[src/rtl/ctrl_pkg.sv]
// Shared encodings and control bundles for the pipelined MIPS main-control unit.
package ctrl_pkg;

    localparam int CTRL_ALU_OP_W = 3;

    localparam logic [5:0] OP_RTYPE = 6'b000000;
    localparam logic [5:0] OP_LW    = 6'b100011;
    localparam logic [5:0] OP_SW    = 6'b101011;
    localparam logic [5:0] OP_BEQ   = 6'b000100;
    localparam logic [5:0] OP_BNE   = 6'b000101;
    localparam logic [5:0] OP_BLE   = 6'b000111;
    localparam logic [5:0] OP_BLT   = 6'b000110;
    localparam logic [5:0] OP_ADDI  = 6'b001000;
    localparam logic [5:0] OP_ORI   = 6'b001101;
    localparam logic [5:0] OP_LUI   = 6'b001111;
    localparam logic [5:0] OP_J     = 6'b000010;
    localparam logic [5:0] OP_JAL   = 6'b000011;
    localparam logic [5:0] FUNCT_JR = 6'b001000;

    localparam logic [CTRL_ALU_OP_W-1:0] ALU_ADD   = 3'b000;
    localparam logic [CTRL_ALU_OP_W-1:0] ALU_SUB   = 3'b001;
    localparam logic [CTRL_ALU_OP_W-1:0] ALU_RTYPE = 3'b010;
    localparam logic [CTRL_ALU_OP_W-1:0] ALU_LUI   = 3'b011;
    localparam logic [CTRL_ALU_OP_W-1:0] ALU_OR    = 3'b100;

    typedef enum logic [1:0] {
        BR_BEQ = 2'b00,
        BR_BLE = 2'b01,
        BR_BLT = 2'b10,
        BR_BNE = 2'b11
    } branch_type_e;

    typedef enum logic [1:0] {
        M2R_ALU = 2'b00,
        M2R_MEM = 2'b01,
        M2R_PC4 = 2'b11
    } mem_to_reg_e;

    typedef enum logic [1:0] {
        DST_NONE = 2'b00,
        DST_RT   = 2'b01,
        DST_RD   = 2'b10,
        DST_LINK = 2'b11
    } reg_dst_e;

    typedef struct packed {
        logic [CTRL_ALU_OP_W-1:0] alu_op;
        logic                     alu_src;
        reg_dst_e                 reg_dst;
    } ex_ctrl_t;

    typedef struct packed {
        logic         mem_read;
        logic         mem_write;
        logic         branch;
        branch_type_e branch_type;
        logic         jump;
        logic         jump_reg;
    } mem_ctrl_t;

    typedef struct packed {
        logic        reg_write;
        mem_to_reg_e mem_to_reg;
    } wb_ctrl_t;

    localparam ex_ctrl_t  EX_BUBBLE  = '0;
    localparam mem_ctrl_t MEM_BUBBLE = '0;
    localparam wb_ctrl_t  WB_BUBBLE  = '0;

    // Instructions whose rt field is a source operand rather than a destination.
    function automatic logic reads_rt(input logic [5:0] op);
        logic r;
        case (op)
            OP_RTYPE, OP_SW, OP_BEQ, OP_BNE, OP_BLE, OP_BLT: r = 1'b1;
            default:                                         r = 1'b0;
        endcase
        return r;
    endfunction

endpackage

[src/rtl/ctrl_pipe_decoder_if.sv]
// IF/ID-side inputs and per-stage control outputs of the pipelined control unit.
interface ctrl_pipe_decoder_if #(
    parameter int ALU_OP_W   = 3,
    parameter int REG_ADDR_W = 5
);
    logic [31:0]           instr_i;
    logic                  instr_valid_i;
    logic                  flush_i;
    logic [ALU_OP_W-1:0]   ex_alu_op_o;
    logic                  ex_alu_src_o;
    logic [5:0]            ex_funct_o;
    logic [REG_ADDR_W-1:0] ex_wr_reg_o;
    logic                  mem_read_o;
    logic                  mem_write_o;
    logic                  mem_branch_o;
    logic [1:0]            mem_branch_type_o;
    logic                  mem_jump_o;
    logic                  mem_jump_reg_o;
    logic                  wb_reg_write_o;
    logic [1:0]            wb_mem_to_reg_o;
    logic [REG_ADDR_W-1:0] wb_wr_reg_o;
    logic                  hazard_stall_o;
    logic                  illegal_o;

    modport master (
        output instr_i, instr_valid_i, flush_i,
        input  ex_alu_op_o, ex_alu_src_o, ex_funct_o, ex_wr_reg_o,
        input  mem_read_o, mem_write_o, mem_branch_o, mem_branch_type_o, mem_jump_o, mem_jump_reg_o,
        input  wb_reg_write_o, wb_mem_to_reg_o, wb_wr_reg_o, hazard_stall_o, illegal_o
    );

    modport slave (
        input  instr_i, instr_valid_i, flush_i,
        output ex_alu_op_o, ex_alu_src_o, ex_funct_o, ex_wr_reg_o,
        output mem_read_o, mem_write_o, mem_branch_o, mem_branch_type_o, mem_jump_o, mem_jump_reg_o,
        output wb_reg_write_o, wb_mem_to_reg_o, wb_wr_reg_o, hazard_stall_o, illegal_o
    );
endinterface

[src/rtl/ctrl_main_dec.sv]
// Combinational opcode/funct decode into EX/MEM/WB control bundles plus illegal flag.
module ctrl_main_dec
    import ctrl_pkg::*;
(
    input  logic [5:0] opcode,
    input  logic [5:0] funct,
    output ex_ctrl_t   ex_ctrl,
    output mem_ctrl_t  mem_ctrl,
    output wb_ctrl_t   wb_ctrl,
    output logic       illegal
);

    // Main decode table; unknown opcodes leave a bubble and raise illegal.
    always_comb begin
        ex_ctrl  = EX_BUBBLE;
        mem_ctrl = MEM_BUBBLE;
        wb_ctrl  = WB_BUBBLE;
        illegal  = 1'b0;
        case (opcode)
            OP_RTYPE: begin
                if (funct == FUNCT_JR) begin
                    mem_ctrl.jump_reg = 1'b1;
                end else begin
                    ex_ctrl.alu_op    = ALU_RTYPE;
                    ex_ctrl.reg_dst   = DST_RD;
                    wb_ctrl.reg_write = 1'b1;
                end
            end
            OP_LW: begin
                ex_ctrl.alu_src    = 1'b1;
                ex_ctrl.reg_dst    = DST_RT;
                mem_ctrl.mem_read  = 1'b1;
                wb_ctrl.reg_write  = 1'b1;
                wb_ctrl.mem_to_reg = M2R_MEM;
            end
            OP_SW: begin
                ex_ctrl.alu_src    = 1'b1;
                mem_ctrl.mem_write = 1'b1;
            end
            OP_BEQ, OP_BNE, OP_BLE, OP_BLT: begin
                ex_ctrl.alu_op  = ALU_SUB;
                mem_ctrl.branch = 1'b1;
                case (opcode)
                    OP_BNE:  mem_ctrl.branch_type = BR_BNE;
                    OP_BLE:  mem_ctrl.branch_type = BR_BLE;
                    OP_BLT:  mem_ctrl.branch_type = BR_BLT;
                    default: mem_ctrl.branch_type = BR_BEQ;
                endcase
            end
            OP_ADDI, OP_ORI, OP_LUI: begin
                case (opcode)
                    OP_ORI:  ex_ctrl.alu_op = ALU_OR;
                    OP_LUI:  ex_ctrl.alu_op = ALU_LUI;
                    default: ex_ctrl.alu_op = ALU_ADD;
                endcase
                ex_ctrl.alu_src   = 1'b1;
                ex_ctrl.reg_dst   = DST_RT;
                wb_ctrl.reg_write = 1'b1;
            end
            OP_J: begin
                mem_ctrl.jump = 1'b1;
            end
            OP_JAL: begin
                mem_ctrl.jump      = 1'b1;
                ex_ctrl.reg_dst    = DST_LINK;
                wb_ctrl.reg_write  = 1'b1;
                wb_ctrl.mem_to_reg = M2R_PC4;
            end
            default: begin
                illegal = 1'b1;
            end
        endcase
    end

endmodule

[src/rtl/ctrl_pipe_decoder.sv]
// Pipelined main control: decode in ID, carry bundles through ID/EX, EX/MEM, MEM/WB.
// Load-use stall detection is built only when CTRL_HAZARD_EN is defined.
module ctrl_pipe_decoder
    import ctrl_pkg::*;
#(
    parameter int ALU_OP_W   = 3,
    parameter int REG_ADDR_W = 5,
    parameter int LINK_REG   = 31
) (
    input  logic              clk_i,
    input  logic              rst_i,
    ctrl_pipe_decoder_if.slave bus
);

    logic [5:0]            id_op_s;
    logic [REG_ADDR_W-1:0] id_rt_s;
    logic [REG_ADDR_W-1:0] id_rd_s;
    logic [REG_ADDR_W-1:0] id_wr_reg_s;
    ex_ctrl_t              dec_ex_s;
    mem_ctrl_t             dec_mem_s;
    wb_ctrl_t              dec_wb_s;
    wb_ctrl_t              id_wb_s;
    logic                  dec_illegal_s;
    logic                  stall_s;
    logic                  id_kill_s;
    logic                  unused_s;

    ex_ctrl_t              ex_ctrl_r;
    mem_ctrl_t             ex_mem_r;
    wb_ctrl_t              ex_wb_r;
    logic [5:0]            ex_funct_r;
    logic [REG_ADDR_W-1:0] ex_wr_reg_r;
    logic                  illegal_r;
    mem_ctrl_t             mem_ctrl_r;
    wb_ctrl_t              mem_wb_r;
    logic [REG_ADDR_W-1:0] mem_wr_reg_r;
    wb_ctrl_t              wb_ctrl_r;
    logic [REG_ADDR_W-1:0] wb_wr_reg_r;

    assign id_op_s = bus.instr_i[31:26];
    assign id_rt_s = REG_ADDR_W'(bus.instr_i[20:16]);
    assign id_rd_s = REG_ADDR_W'(bus.instr_i[15:11]);

    ctrl_main_dec u_main_dec (
        .opcode   (id_op_s),
        .funct    (bus.instr_i[5:0]),
        .ex_ctrl  (dec_ex_s),
        .mem_ctrl (dec_mem_s),
        .wb_ctrl  (dec_wb_s),
        .illegal  (dec_illegal_s)
    );

    // RegDst resolution; a $0 destination never produces a write.
    always_comb begin
        case (dec_ex_s.reg_dst)
            DST_RT:   id_wr_reg_s = id_rt_s;
            DST_RD:   id_wr_reg_s = id_rd_s;
            DST_LINK: id_wr_reg_s = REG_ADDR_W'(LINK_REG);
            default:  id_wr_reg_s = '0;
        endcase
        id_wb_s = dec_wb_s;
        if (id_wr_reg_s == '0) begin
            id_wb_s.reg_write = 1'b0;
        end else begin
            id_wb_s.reg_write = dec_wb_s.reg_write;
        end
    end

`ifdef CTRL_HAZARD_EN
    logic [REG_ADDR_W-1:0] id_rs_s;
    logic                  hit_s;

    assign id_rs_s  = REG_ADDR_W'(bus.instr_i[25:21]);
    assign unused_s = ^{bus.instr_i[10:6], ex_ctrl_r.reg_dst};

    // Load-use detection against the load sitting in EX; a flush overrides it.
    always_comb begin
        if ((ex_wr_reg_r == id_rs_s) || (reads_rt(id_op_s) && (ex_wr_reg_r == id_rt_s))) begin
            hit_s = 1'b1;
        end else begin
            hit_s = 1'b0;
        end
        if (!bus.flush_i && bus.instr_valid_i && ex_mem_r.mem_read && (ex_wr_reg_r != '0) && hit_s) begin
            stall_s = 1'b1;
        end else begin
            stall_s = 1'b0;
        end
    end
`else
    assign stall_s  = 1'b0;
    assign unused_s = ^{bus.instr_i[25:21], bus.instr_i[10:6], ex_ctrl_r.reg_dst};
`endif

    assign id_kill_s = !bus.instr_valid_i || dec_illegal_s || stall_s || bus.flush_i;

    // ID/EX register and the registered illegal pulse.
    always_ff @(posedge clk_i) begin
        if (rst_i || id_kill_s) begin
            ex_ctrl_r   <= EX_BUBBLE;
            ex_mem_r    <= MEM_BUBBLE;
            ex_wb_r     <= WB_BUBBLE;
            ex_funct_r  <= 6'd0;
            ex_wr_reg_r <= '0;
        end else begin
            ex_ctrl_r   <= dec_ex_s;
            ex_mem_r    <= dec_mem_s;
            ex_wb_r     <= id_wb_s;
            ex_funct_r  <= bus.instr_i[5:0];
            ex_wr_reg_r <= id_wr_reg_s;
        end
        if (rst_i) begin
            illegal_r <= 1'b0;
        end else begin
            illegal_r <= bus.instr_valid_i && dec_illegal_s && !stall_s && !bus.flush_i;
        end
    end

    // EX/MEM register; a flush kills the branch/jump slot resolving in EX.
    always_ff @(posedge clk_i) begin
        if (rst_i || bus.flush_i) begin
            mem_ctrl_r   <= MEM_BUBBLE;
            mem_wb_r     <= WB_BUBBLE;
            mem_wr_reg_r <= '0;
        end else begin
            mem_ctrl_r   <= ex_mem_r;
            mem_wb_r     <= ex_wb_r;
            mem_wr_reg_r <= ex_wr_reg_r;
        end
    end

    // MEM/WB register.
    always_ff @(posedge clk_i) begin
        if (rst_i) begin
            wb_ctrl_r   <= WB_BUBBLE;
            wb_wr_reg_r <= '0;
        end else begin
            wb_ctrl_r   <= mem_wb_r;
            wb_wr_reg_r <= mem_wr_reg_r;
        end
    end

    assign bus.ex_alu_op_o       = ALU_OP_W'(ex_ctrl_r.alu_op);
    assign bus.ex_alu_src_o      = ex_ctrl_r.alu_src;
    assign bus.ex_funct_o        = ex_funct_r;
    assign bus.ex_wr_reg_o       = ex_wr_reg_r;
    assign bus.mem_read_o        = mem_ctrl_r.mem_read;
    assign bus.mem_write_o       = mem_ctrl_r.mem_write;
    assign bus.mem_branch_o      = mem_ctrl_r.branch;
    assign bus.mem_branch_type_o = mem_ctrl_r.branch_type;
    assign bus.mem_jump_o        = mem_ctrl_r.jump;
    assign bus.mem_jump_reg_o    = mem_ctrl_r.jump_reg;
    assign bus.wb_reg_write_o    = wb_ctrl_r.reg_write;
    assign bus.wb_mem_to_reg_o   = wb_ctrl_r.mem_to_reg;
    assign bus.wb_wr_reg_o       = wb_wr_reg_r;
    assign bus.hazard_stall_o    = stall_s;
    assign bus.illegal_o         = illegal_r;

endmodule
[src/flat_wrapper.sv]
// flat-port wrapper written by rule: the top's interface ports become plain ports
module ctrl_pipe_decoder_flat import ctrl_pkg::*;
#(
    parameter int ALU_OP_W   = 3,
    parameter int REG_ADDR_W = 5,
    parameter int LINK_REG   = 31
)
  (clk_i, rst_i, bus_instr_i, bus_instr_valid_i, bus_flush_i, bus_ex_alu_op_o, bus_ex_alu_src_o, bus_ex_funct_o, bus_ex_wr_reg_o, bus_mem_read_o, bus_mem_write_o, bus_mem_branch_o, bus_mem_branch_type_o, bus_mem_jump_o, bus_mem_jump_reg_o, bus_wb_reg_write_o, bus_wb_mem_to_reg_o, bus_wb_wr_reg_o, bus_hazard_stall_o, bus_illegal_o);
  ctrl_pipe_decoder_if #(.ALU_OP_W(ALU_OP_W), .REG_ADDR_W(REG_ADDR_W)) bus_i ();
  input  logic clk_i;
  input  logic rst_i;
  input wire logic [$bits(bus_i.instr_i)-1:0] bus_instr_i;
  input wire logic [$bits(bus_i.instr_valid_i)-1:0] bus_instr_valid_i;
  input wire logic [$bits(bus_i.flush_i)-1:0] bus_flush_i;
  output wire logic [$bits(bus_i.ex_alu_op_o)-1:0] bus_ex_alu_op_o;
  output wire logic [$bits(bus_i.ex_alu_src_o)-1:0] bus_ex_alu_src_o;
  output wire logic [$bits(bus_i.ex_funct_o)-1:0] bus_ex_funct_o;
  output wire logic [$bits(bus_i.ex_wr_reg_o)-1:0] bus_ex_wr_reg_o;
  output wire logic [$bits(bus_i.mem_read_o)-1:0] bus_mem_read_o;
  output wire logic [$bits(bus_i.mem_write_o)-1:0] bus_mem_write_o;
  output wire logic [$bits(bus_i.mem_branch_o)-1:0] bus_mem_branch_o;
  output wire logic [$bits(bus_i.mem_branch_type_o)-1:0] bus_mem_branch_type_o;
  output wire logic [$bits(bus_i.mem_jump_o)-1:0] bus_mem_jump_o;
  output wire logic [$bits(bus_i.mem_jump_reg_o)-1:0] bus_mem_jump_reg_o;
  output wire logic [$bits(bus_i.wb_reg_write_o)-1:0] bus_wb_reg_write_o;
  output wire logic [$bits(bus_i.wb_mem_to_reg_o)-1:0] bus_wb_mem_to_reg_o;
  output wire logic [$bits(bus_i.wb_wr_reg_o)-1:0] bus_wb_wr_reg_o;
  output wire logic [$bits(bus_i.hazard_stall_o)-1:0] bus_hazard_stall_o;
  output wire logic [$bits(bus_i.illegal_o)-1:0] bus_illegal_o;
  assign bus_i.instr_i = bus_instr_i;
  assign bus_i.instr_valid_i = bus_instr_valid_i;
  assign bus_i.flush_i = bus_flush_i;
  assign bus_ex_alu_op_o = bus_i.ex_alu_op_o;
  assign bus_ex_alu_src_o = bus_i.ex_alu_src_o;
  assign bus_ex_funct_o = bus_i.ex_funct_o;
  assign bus_ex_wr_reg_o = bus_i.ex_wr_reg_o;
  assign bus_mem_read_o = bus_i.mem_read_o;
  assign bus_mem_write_o = bus_i.mem_write_o;
  assign bus_mem_branch_o = bus_i.mem_branch_o;
  assign bus_mem_branch_type_o = bus_i.mem_branch_type_o;
  assign bus_mem_jump_o = bus_i.mem_jump_o;
  assign bus_mem_jump_reg_o = bus_i.mem_jump_reg_o;
  assign bus_wb_reg_write_o = bus_i.wb_reg_write_o;
  assign bus_wb_mem_to_reg_o = bus_i.wb_mem_to_reg_o;
  assign bus_wb_wr_reg_o = bus_i.wb_wr_reg_o;
  assign bus_hazard_stall_o = bus_i.hazard_stall_o;
  assign bus_illegal_o = bus_i.illegal_o;
  ctrl_pipe_decoder #(.ALU_OP_W(ALU_OP_W), .REG_ADDR_W(REG_ADDR_W), .LINK_REG(LINK_REG)) u_core (.clk_i(clk_i), .rst_i(rst_i), .bus(bus_i));
endmodule
[config.mk]
export PLATFORM = sky130hd
export DESIGN_NAME = ctrl_pipe_decoder_flat
export DESIGN_NICKNAME = d
export VERILOG_FILES = /design/src/rtl/ctrl_pkg.sv /design/src/rtl/ctrl_pipe_decoder_if.sv /design/src/rtl/ctrl_main_dec.sv /design/src/rtl/ctrl_pipe_decoder.sv /design/src/flat_wrapper.sv
export SDC_FILE = /design/constraint.sdc
export NUM_CORES = 1
export LEC_CHECK = 0
export CAP_MARGIN = 10
export CORE_ASPECT_RATIO = 0.9
export CORE_UTILIZATION = 42
export DETAILED_ROUTE_END_ITERATION = 7
export PLACE_DENSITY = 0.78
export REMOVE_ABC_BUFFERS = 1
export SLEW_MARGIN = 5
export SYNTH_ARGS = -nofsm -noshare
export SYNTH_HDL_FRONTEND = slang
export SYNTH_HIERARCHICAL = 1
export SYNTH_SLANG_ARGS = --single-unit
[constraint.sdc]
create_clock -name clk_i -period 2.9 [get_ports clk_i]
set_clock_uncertainty 0.2 [all_clocks]
set_input_delay 0.58 -clock clk_i [delete_from_list [all_inputs] [get_ports clk_i]]
set_output_delay 0.58 -clock clk_i [all_outputs]
set_load 0.1 [all_outputs]
* Word-level counts from Yosys, hierarchy flattened
Index checks and enable logic that the tools add are counted.
Word-level totals: flip-flop bits (word level) 49, latch bits 0, memory bits (writable) 0, ROM bits 0, input bits 36, output and inout bits 32, word-level logic and storage cells 79, memories 0
Cells by class: add/subtract/negate cells 0, multipliers 0, divide/modulo/power cells 0, $lt $le $gt $ge 0, equal/unequal tests 15, shift-type cells 0, mux-type cells 17, bitwise operators 2, reductions and logical operators 20
Operator list (count):
- $eq 6x3->1 const B | 4
- $eq 6x4->1 const B | 4
- $pmux 5 s3 | 1
- $eq 6x2->1 const B | 2
- $eq 6x6->1 const B | 2
- $pmux 2 s3 | 2
- $reduce_or 12->1 | 1
- $reduce_or 5->1 | 2
- $pmux 3 s3 | 1
- $reduce_or 2->1 | 4
- $reduce_or 4->1 | 2
- $mux 1 | 7
- $logic_not 6->1 | 1
- $pmux 3 s2 | 1
- $logic_not 5->1 | 1
- $eq 2x2->1 const B | 2
- $logic_or 1x1->1 | 4
- $mux 2 | 2
- $pmux 2 s2 | 1
- $mux 3 | 1
- $reduce_or 3->1 | 1
- $eq 2x1->1 const B | 1
- $logic_and 1x1->1 | 2
- $logic_not 1->1 | 2
- other kinds (2) | 3

* Logic depth before layout (Yosys ltp)
word-level depth 7, gate-level depth with buffers 8

* Hierarchy
The synthesis kept the hierarchy.
By module, submodules not included:
- ctrl_pipe_decoder | instances 1, cells each 121, area each 1413.9 um^2, seq. area each 980.9 um^2
- ctrl_main_dec | instances 1, cells each 51, area each 309.0 um^2, seq. area each 0.0 um^2

* Least setup slack after synthesis
Ideal clock, no wire load.
path type input -> register, start input port bus_instr_i[31], end register u_core/ex_wb_r[2] (netlist name), setup time 0.131 ns, arrival 1.952 ns, path slack 0.616 ns, cell stages on the path 7, buffers on the path 1, cell sequence buf_2 -> and3b_1 -> o21ai_0 -> o21ai_0 -> or4_1 -> o21ai_1 -> a31oi_1
RTL lines:
- start: declaration | RTL line flat_wrapper.sv:12 | input wire logic [$bits(bus_i.instr_i)-1:0] bus_instr_i;
- end signal: assignment | RTL line ctrl_pipe_decoder.sv:107 | ex_wb_r <= id_wb_s;
- end: declaration | RTL line ctrl_pipe_decoder.sv:30 | wb_ctrl_t ex_wb_r;

==> impl_metrics.env <==
export IMPL_placed_area_um2=2280
export IMPL_antenna_found_initial=0
export IMPL_drcViolationCount=0
export IMPL_use_met3_pct=5.97
export IMPL_setup_worst_path_start="bus_instr_i[31]"
export IMPL_synth_area_um2=1720
export IMPL_hold_buffers=0
export IMPL_synthXorXnorAreaFrac_pct=0.508
export IMPL_start_kind="input port"
export IMPL_finalCriticalPeriod_ns=2.45
export IMPL_hpwlAfterDp_mm=2.21
export IMPL_muxShareOfSynthArea_pct=0.581
export IMPL_dieArea_um2=4360
export IMPL_core_um2=3810
export IMPL_num_rows=21
export IMPL_place_inst=272
export IMPL_layoutNonFillerInstCount=280
export IMPL_syn_area_per_cell_um2=10.0
export IMPL_die_x_um=69.5
export IMPL_clk_pin_slew_ns=0.09
export IMPL_insertion_delay_ns=0.30
export IMPL_hold_class="reg -> reg"
export IMPL_maxCapViolCount=0
export IMPL_r2r_start="u_core/ex_wb_r[2]"
export IMPL_end_kind="flip-flop"
export IMPL_crit_fanout=2
export IMPL_critPathArrivalTime_ns=2.43
export IMPL_wl_per_cell_um=11.2
export IMPL_postCtsSetupBuffers=0
export IMPL_synth_top_cell_by_area="dfxtp_1"
export IMPL_setup_viol=0
export IMPL_grt_setup_unrepaired="no"
export IMPL_vias=1318
export IMPL_outcome="complete, no violations"
export IMPL_overflow=0
export IMPL_dr_pass1_iters=4
export IMPL_grt_util_all_layers_pct=15.3
export IMPL_routed_wl_mm=3.14
export IMPL_syn_instance_count=172
export IMPL_antenna_left=0
export IMPL_hold_start="u_core/ex_mem_r[2]"
export IMPL_synth_fa_ha_area_share_pct=0
export IMPL_drive_above_1_share_pct=21.4
export IMPL_powerDensity_nw_per_um2=496
export IMPL_tns_ns=0
export IMPL_numPortBuffers=56
export IMPL_fmax_ghz=0.408
export IMPL_cts_resized_gates=0
export IMPL_die_h_um=62.8
export IMPL_start_util_pct=45.2
export IMPL_synth_top_family_by_area="simple AND/OR/NAND/NOR gates"
export IMPL_yosys_area_share_simple_pct=29.5
export IMPL_synth_seq_area_share_pct=56.9
export IMPL_yosysUniqueCellTypes=36
export IMPL_total_leakage_power_nw=1.00
export IMPL_fin_area_um2=2370
export IMPL_ys_seq_elements=49
export IMPL_peakVddDrop_uv=211
export IMPL_worstPathRequired_ns=2.88
export IMPL_cts_buffers=5
export IMPL_grt_max_degree=21
export IMPL_via_per_inst=4.71
export IMPL_ios=68
export IMPL_synth_compound_area_share_pct=9.15
export IMPL_grtUsageMet1_pct=19.8
export IMPL_period_share_pct=84.4
export IMPL_ys_flop_type="dfxtp_1"
export IMPL_synthArstFlopShare_pct=0
export IMPL_synth_area_leaders="dfxtp_1 (57%), and2_1 (13%), a21oi_1 (2.6%), o21ai_0 (2.6%), and2b_1 (2.6%)"
export IMPL_synth_top_area_share_pct=56.9
export IMPL_hold_violations=0
export IMPL_clock_sinks=49
export IMPL_use_met2_pct=22.9
export IMPL_diodes=0
export IMPL_worstSetupPathType="in -> reg"
export IMPL_grt_pass1_wl_mm=5.28
export IMPL_yosysWarnings=6
export IMPL_clockBufferDepth=2
export IMPL_busiest_layer="met2"
export IMPL_clock_root_buffer="clkbuf_8"
export IMPL_synthToLayoutAreaGrowth_pct=37.5
export IMPL_htree_levels=2
export IMPL_place_gp_congestion=0.779
export IMPL_cts_tree="yes"
export IMPL_layout_nets=269
export IMPL_slew_viol_final=0
export IMPL_synth_edf_count=0
export IMPL_grt_pass1_vias=1141
export IMPL_ff2ff_setup_slack_ns=2.15
export IMPL_drt_iter0_drc=62
-- cells by family (layout without fill, tap and decap cells) --
logic type                Yosys count  after routing
AOI/OAI and AO/OA                  27             27
xor gates and xnor gates            1              1
buffers and inverters              12             74
DFF                                49             49
muxes                               1              1
other                               1              1
and+or+nand+nor                    81             81
-- final cells by class --
type                       count  area [um2]
sequential                    49         981
fill                         315        1440
timing repair buffer          65         551
tap                           46        57.6
clock buffer                   6        72.6
clock inverter                 2        15.0
inverter                       1        3.75
multi-input combinational    111         688
-- final timing paths --
kind | end | cells past startpoint
setup / recovery | u_core/ex_wb_r[2] | 7
hold / removal | u_core/bus.mem_branch_type_o[0] | 1
setup reg to reg | u_core/mem_wb_r[2] | 1
hold reg to reg | u_core/bus.mem_branch_type_o[0] | 1
-- layer usage --
metal / up-vias / wire length, um / share of wire (%)
met5: - / 0 / 0
met2: 45 / 1410 / 45
li1: 693 / - / -
met1: 573 / 1480 / 47
met3: 7 / 207 / 6.6
met4: 0 / 52 / 1.7
-- power by group --
part           switching, W  internal [W]
Combinational     0.0000572     0.0000527
Sequential      0.000000434      0.000674
Clock              0.000220      0.000170
Total              0.000278      0.000897
-- cell usage in the layout (no fill, tap or decap), types with 2 or more instances in the layout --
cell	netlist	final
dfxtp_1	49	49
buf_4	1	40
and2_1	37	37
clkdlybuf4s50_1	0	25
o21ai_0	9	9
a21oi_1	9	9
nand2_1	8	8
and2b_1	6	6
clkbuf_8	0	5
nor2_1	5	5
nor3_1	5	5
nor2b_1	4	4
nor4_1	3	3
clkinvlp_4	0	2
or4_1	2	2
nand3b_1	2	2
and3b_1	2	2
-- sequential cells by signal, summed over array words and instances, names as in the netlist, 2 cells and up --
signal / flops
u_core/bus.wb_wr_reg_o: 5
u_core/bus.wb_mem_to_reg_o: 2
u_core/bus.ex_funct_o: 6
u_core/bus.mem_branch_type_o: 2
u_core/ex_wb_r: 3
u_core/mem_wb_r: 3
u_core/ex_mem_r: 7
u_core/mem_wr_reg_r: 5
u_core/bus.ex_wr_reg_o: 5
u_core/bus.ex_alu_op_o: 3
-- cells in the mapped netlist (2+ instances only) --
library cell,n
dfxtp_1,49
and2_1,37
a21oi_1,9
o21ai_0,9
nand2_1,8
and2b_1,6
clkbuf_1,6
nor2_1,5
nor3_1,5
buf_2,4
nor2b_1,4
nor4_1,3
and3b_1,2
nand3b_1,2
or4_1,2
-- critical path, stage by stage --
cell	delay, ns
clkdlybuf4s50_1	0.47
and3b_1	0.19
o21ai_0	0.26
o21ai_0	0.18
or4_1	0.54
o21ai_1	0.13
a31oi_1	0.09
-- per-stage QoR --
step	utilization (%)	setup slack, ns	hold slack [ns]	power (W)
2_1_floorplan	-	0.560	0.206	0.000733
3_3_place_gp	59.9	0.145	0.210	0.000799
3_5_place_dp	59.9	0.167	0.211	0.000800
4_1_cts	62.2	0.458	0.233	0.00118
5_1_grt	62.2	0.337	0.254	0.00123
6_report	62.2	0.451	0.233	0.00117
Note: power is estimated with default switching activity, not from simulation.
